--- src/rtl/wcs_loader.sv ---
// Loader for a 512-word pipelined writable control store: streams host words into the store
// from a base address, then optionally reads the region back and compares checksums.
module wcs_loader #(
  parameter int unsigned WIDTH  = 8,
  parameter int unsigned AWIDTH = 9
) (
  input  logic              clk,
  input  logic              rst,
  input  logic              start,
  input  logic [AWIDTH-1:0] base,
  input  logic [AWIDTH:0]   len,
  input  logic              verify,
  input  logic [WIDTH-1:0]  din,
  input  logic              din_valid,
  output logic              din_ready,
  output logic [AWIDTH-1:0] ram_a,
  output logic [WIDTH-1:0]  ram_d,
  output logic              ram_we_,
  output logic              ram_oe_,
  input  logic [WIDTH-1:0]  ram_q,
  output logic              busy,
  output logic              done,
  output logic              err,
  output logic [WIDTH-1:0]  csum
);

  localparam int unsigned CW = AWIDTH + 1;
  localparam logic [CW-1:0] FullLen = {1'b1, {AWIDTH{1'b0}}};

  typedef enum logic [2:0] {StIdle, StLoad, StVerify, StCheck, StDone} state_e;

  state_e state_q, state_d;

  logic [AWIDTH-1:0] ptr_q, ptr_d;
  logic [AWIDTH-1:0] base_q, base_d;
  logic [CW-1:0]     cnt_q, cnt_d;
  logic [CW-1:0]     len_q, len_d;
  logic              verify_q, verify_d;
  logic [AWIDTH-1:0] ram_a_q, ram_a_d;
  logic [WIDTH-1:0]  ram_d_q, ram_d_d;
  logic              we_q, we_d;
  logic [WIDTH-1:0]  csum_q, csum_d;
  logic [WIDTH-1:0]  rsum_q, rsum_d;
  logic              smp_q, smp_d;
  logic              err_q, err_d;

  logic              accept;
  logic [WIDTH-1:0]  rsum_nxt;

  // cnt_q == 0 in LOAD marks the write-out cycle of the final word.
  assign accept   = (state_q == StLoad) && (cnt_q != '0) && din_valid;
  // ram_q carries the word addressed in the previous cycle whenever smp_q is set.
  assign rsum_nxt = rsum_q + (smp_q ? ram_q : '0);

  // State register
  always_ff @(posedge clk) begin
    if (rst) begin
      state_q <= StIdle;
    end else begin
      state_q <= state_d;
    end
  end

  // Next-state logic
  always_comb begin
    state_d = state_q;
    unique case (state_q)
      StIdle:   if (start) state_d = StLoad;
      StLoad:   if (cnt_q == '0) state_d = verify_q ? StVerify : StDone;
      StVerify: if (cnt_q == CW'(1)) state_d = StCheck;
      StCheck:  state_d = (rsum_nxt == csum_q) ? StDone : StIdle;
      StDone:   state_d = StIdle;
      default:  state_d = StIdle;
    endcase
  end

  // Datapath next-state
  always_comb begin
    ptr_d    = ptr_q;
    base_d   = base_q;
    cnt_d    = cnt_q;
    len_d    = len_q;
    verify_d = verify_q;
    ram_a_d  = ram_a_q;
    ram_d_d  = ram_d_q;
    we_d     = 1'b1;
    csum_d   = csum_q;
    rsum_d   = rsum_q;
    err_d    = err_q;
    smp_d    = (state_q == StVerify);
    unique case (state_q)
      StIdle: begin
        if (start) begin
          base_d   = base;
          len_d    = (len == '0) ? FullLen : len;
          cnt_d    = (len == '0) ? FullLen : len;
          verify_d = verify;
          ptr_d    = base;
          err_d    = 1'b0;
          csum_d   = '0;
          rsum_d   = '0;
        end
      end
      StLoad: begin
        if (accept) begin
          ram_a_d = ptr_q;
          ram_d_d = din;
          we_d    = 1'b0;
          ptr_d   = ptr_q + AWIDTH'(1);
          cnt_d   = cnt_q - CW'(1);
          csum_d  = csum_q + din;
        end
        if (cnt_q == '0) begin
          ptr_d = base_q;
          cnt_d = len_q;
        end
      end
      StVerify: begin
        rsum_d = rsum_nxt;
        ptr_d  = ptr_q + AWIDTH'(1);
        cnt_d  = cnt_q - CW'(1);
      end
      StCheck: begin
        rsum_d = rsum_nxt;
        err_d  = (rsum_nxt != csum_q);
      end
      StDone: ;
      default: ;
    endcase
  end

  always_ff @(posedge clk) begin
    if (rst) begin
      ptr_q    <= '0;
      base_q   <= '0;
      cnt_q    <= '0;
      len_q    <= '0;
      verify_q <= 1'b0;
      ram_a_q  <= '0;
      ram_d_q  <= '0;
      we_q     <= 1'b1;
      csum_q   <= '0;
      rsum_q   <= '0;
      smp_q    <= 1'b0;
      err_q    <= 1'b0;
    end else begin
      ptr_q    <= ptr_d;
      base_q   <= base_d;
      cnt_q    <= cnt_d;
      len_q    <= len_d;
      verify_q <= verify_d;
      ram_a_q  <= ram_a_d;
      ram_d_q  <= ram_d_d;
      we_q     <= we_d;
      csum_q   <= csum_d;
      rsum_q   <= rsum_d;
      smp_q    <= smp_d;
      err_q    <= err_d;
    end
  end

  // Outputs
  always_comb begin
    din_ready = (state_q == StLoad) && (cnt_q != '0) && !rst;
    busy      = (state_q != StIdle);
    done      = (state_q == StDone);
    ram_oe_   = (state_q != StVerify);
    ram_a     = (state_q == StVerify) ? ptr_q : ram_a_q;
    ram_d     = ram_d_q;
    ram_we_   = we_q;
    err       = err_q;
    csum      = csum_q;
  end

endmodule

--- config.mk ---
export PLATFORM = sky130hd
export DESIGN_NAME = wcs_loader
export DESIGN_NICKNAME = d
export VERILOG_FILES = /design/src/rtl/wcs_loader.sv
export SDC_FILE = /design/constraint.sdc
export NUM_CORES = 1
export LEC_CHECK = 0
export ABC_CLOCK_PERIOD_IN_PS = 5900
export CAP_MARGIN = 20
export CELL_PAD_IN_SITES_DETAIL_PLACEMENT = 0
export CELL_PAD_IN_SITES_GLOBAL_PLACEMENT = 2
export CORE_MARGIN = 5
export CORE_UTILIZATION = 33
export DETAILED_ROUTE_END_ITERATION = 16
export PLACE_DENSITY = 0.82
export SETUP_SLACK_MARGIN = 0.4
export SYNTH_ARGS = -nofsm -noshare
export SYNTH_HDL_FRONTEND = slang
export SYNTH_SLANG_ARGS = --single-unit
--- constraint.sdc ---
create_clock -name clk -period 5.9 [get_ports clk]
set_input_delay 1.18 -clock clk [delete_from_list [all_inputs] [get_ports clk]]
set_output_delay 1.18 -clock clk [all_outputs]
set_load 0.03 [all_outputs]
==> summary.md <==
| Metric | Value |
|---|---|
| Run status | finished clean |
| Initial antenna violation count | 0 |
| Tot GR Track Use | 16.97% |
| Relative slew slack | 27.88% |
| Crit end category | register |
| CTS tree | built |
| Sequential power share | 32.6% |
| Crit path cell chain | clkdlybuf4s50_1 -> and2_1 -> ha_1 -> fa_1 -> xor3_1 -> nor4_1 -> o41ai_1 -> or3_1 -> a2111o_1 -> a2111oi_2 |
| Crit path max-delay cell type | fa_1 |
| Largest area contributor in the netlist | dfxtp_1 |
| Synth area leaders | dfxtp_1, nand2_1, a21oi_1 |
| CTS Hold Bufs | 0 |
| Synthesized instance count | 545 |
| CTS-repair resized insts | 0 |
| Setup TNS | 0 ps |
| Row count | 41 |
| Share of async-settable or async-resettable flops after synthesis | 0% |
| Synth warn | 0 |
| Layout area overhead | 26.49% |
| Post-DP HPWL | 8.641 mm |
| Residual DRC count | 0 |
| R2R Path Start | smp_q$_SDFF_PP0_ |
| Routed via count | 4142 |
| Overflow left after global routing | 0 |
| Pwr Total | 2.206 mW |
| Actual slew at the worst max-slew pin | 1079 ps |
| Drt total wl | 12.53 mm |
| Pint | 1.338 mW |
| Share of cells above drive strength 1 | 4.975% |
| Main flop type after synthesis | dfxtp_1 |
| 1st-iter DRT viols | 314 |
| Net Sw Frac | 39.35% |
| Synth cell types | 54 |
| Largest net degree at the start of global routing | 82 |
| Setup CP Type | input pin to register |
| Die area | 0.01539 mm² |
| F_max | 0.2497 GHz |
| Max rail drop VDD | 190.7 µV |
| GPL Wtd Cong | 0.8189 |
| Clock sinks | 78 |
| PD cells | 406.2 mW/mm² |
| Syn Area/Cell | 7.879 µm² |
| Nets | 658 |
| Maxcap violations | 0 |
| Hold path endpoint | ram_d[0]$_SDFFE_PP0P_ |
| Vias in the first global route | 4024 |
| Startpoint types | input pin |
| Placed Cells | 757 |
| Crit share post-route | 67.88% |
| Synth Net Count | 605 |
| Core region area | 0.01267 mm² |
| Vias per Instance | 5.345 |
| Unrepaired setup endpoints after global routing | false |
| LEAKAGE | 2.038 nW |
| R2R setup slack | 2720 ps |
| Clock transition at the registers of the reported paths | 60 ps |
| Most common cell in the netlist | nand2_1 |
| Later-pin clock latency in the skew report | 340 ps |
| Ports | 71 |
| R2R depth | 9 |
| Sw power | 0.8682 mW |
| Post-synthesis sequential area ratio | 36.36% |
| Synth top area share | 36.36% |
| Clock network power share | 27.1% |
| Layout Cells excl Fill | 775 |
| Worst path max stage delay | 460 ps |
| Beginning of the critical path | ram_q[0] |
| Fin Hold WS | 452.0 ps |
| IO Port Bufs | 70 |
| DR WL/cell | 16.17 µm |
| Post-route ant nets | 0 |
| CTS root buffer | clkbuf_16 |
| Initial Util | 33.89% |
| Post-synth EDFFs | 0 |
| Hold Vio Cnt, Final | 0 |
| Post-CTS Setup Repair Bufs | 0 |
| H-tree depth | 3 |
| Synth top cells by count | nand2_1, dfxtp_1, a21oi_1, clkbuf_1, nor2_1 |
| Vert. Die Dim | 124.1 µm |
| Final Critical Period | 4005 ps |
| Hold Startpoint | ram_d[0]$_SDFFE_PP0P_ |
| Logic pwr share | 40.3% |
| Worst EP required | 6140 ps |
| Largest fanout on the critical path | 3 |
| Seq cells post-synth | 78 |
| Reg2reg end | state_q[2]$_SDFFE_PP0P_ |
| Deepest clock path buffer count | 2 |
| Final Slew Violations | 0 |
| Final setup vio count | 0 |
| Die Span X | 124.1 µm |
| First-pass GRT wire length | 20.30 mm |
| Arrival time worst endpoint | 4240 ps |
| Ant diodes | 0 |
| Final Skew | 3.926 ps |
| Cell area after synthesis | 0.004294 mm² |
| Hold path depth | 2 |
| DRT Pass-1 Iters | 6 |
| HP Class | register to register |
| Post-Route Utilization | 42.87% |
| Total CTS buffers | 9 |
-- final cells by class --
type | count | area [µm²]
Clock buffer | 12 | 246.5
Clock inverter | 4 | 70.07
Fill cell | 1320 | 7239
Inverter | 24 | 90.09
Multi-Input combinational cell | 409 | 2510
Sequential cell | 78 | 1562
Tap cell | 172 | 215.2
Timing Repair Buffer | 76 | 738.2
-- power by group through the flow --
stage                     sequential, mW  combinational [mW]  clock (mW)
after global placement             0.726               0.876           0
after CTS                          0.718               0.885       0.618
final                              0.719               0.889       0.599
after global routing               0.734               0.985       0.637
after floorplan                    0.730               0.608           0
after detailed placement           0.730               0.879           0
-- layout by cell type (no fill, tap or decap), types with 10 or more instances in the layout --
| cell | n |
|---|---|
| dfxtp_1 | 78 |
| nand2_1 | 111 |
| and2_1 | 10 |
| clkdlybuf4s50_1 | 69 |
| inv_1 | 23 |
| a21oi_1 | 74 |
| ha_1 | 18 |
| or3_1 | 10 |
| o32ai_1 | 13 |
| nand3_1 | 25 |
| nor2_1 | 27 |
| a222oi_1 | 16 |
-- registers in the layout (all words and copies together) (netlist names), 3 cells and up --
signal / cells
cnt_q: 10
ram_a_q: 9
ram_d: 8
base_q: 9
state_q: 3
ptr_q: 9
rsum_q: 8
len_q: 10
csum: 8
-- worst max-delay path, delay by kind of cell --
family,cells,cell delay (ps)
xor+xnor,1,390
simple gates,3,710
compound gates,3,880
buf+inv,1,400
fa+ha+maj,2,670
-- through the flow --
step	setup WS [ps]	instance area, µm²
3_3_place_gp	1573	5102
4_1_cts	1900	5419
6_report	1895	5431
3_5_place_dp	1552	5102
5_1_grt	1738	5431
2_1_floorplan	2164	4294
-- kinds of logic after synthesis --
group	count (synthesis)	share of synthesized area, %
AO/OA/AOI/OAI	155	23.69
flip-flops	78	36.36
AND/OR/NAND/NOR	217	23.43
adder cells (fa/ha/maj)	20	6.177
buffers and inverters	58	5.186
XOR/XNOR	17	5.157
-- how the worst max path moves through the flow --
stage	depth (start not counted)	endpoint
5_1_grt	10	state_q[2]$_SDFFE_PP0P_
3_5_place_dp	10	state_q[2]$_SDFFE_PP0P_
4_1_cts	10	state_q[2]$_SDFFE_PP0P_
2_1_floorplan	9	state_q[2]$_SDFFE_PP0P_
3_3_place_gp	10	state_q[2]$_SDFFE_PP0P_
6_report	10	state_q[2]$_SDFFE_PP0P_
-- per-layer routing --
metal | GRT usage (%) | vias up | part of all wire (%) | wire [µm]
met2 | 28.04 | 130 | 47 | 5841
met5 | 0 | - | 0 | 0
met1 | 21.76 | 1939 | 46 | 5754
li1 | - | 2056 | - | -
met3 | 4.496 | 17 | 5.7 | 716
met4 | 4.928 | 0 | 1.8 | 221
(Power assumes the default switching activity.)
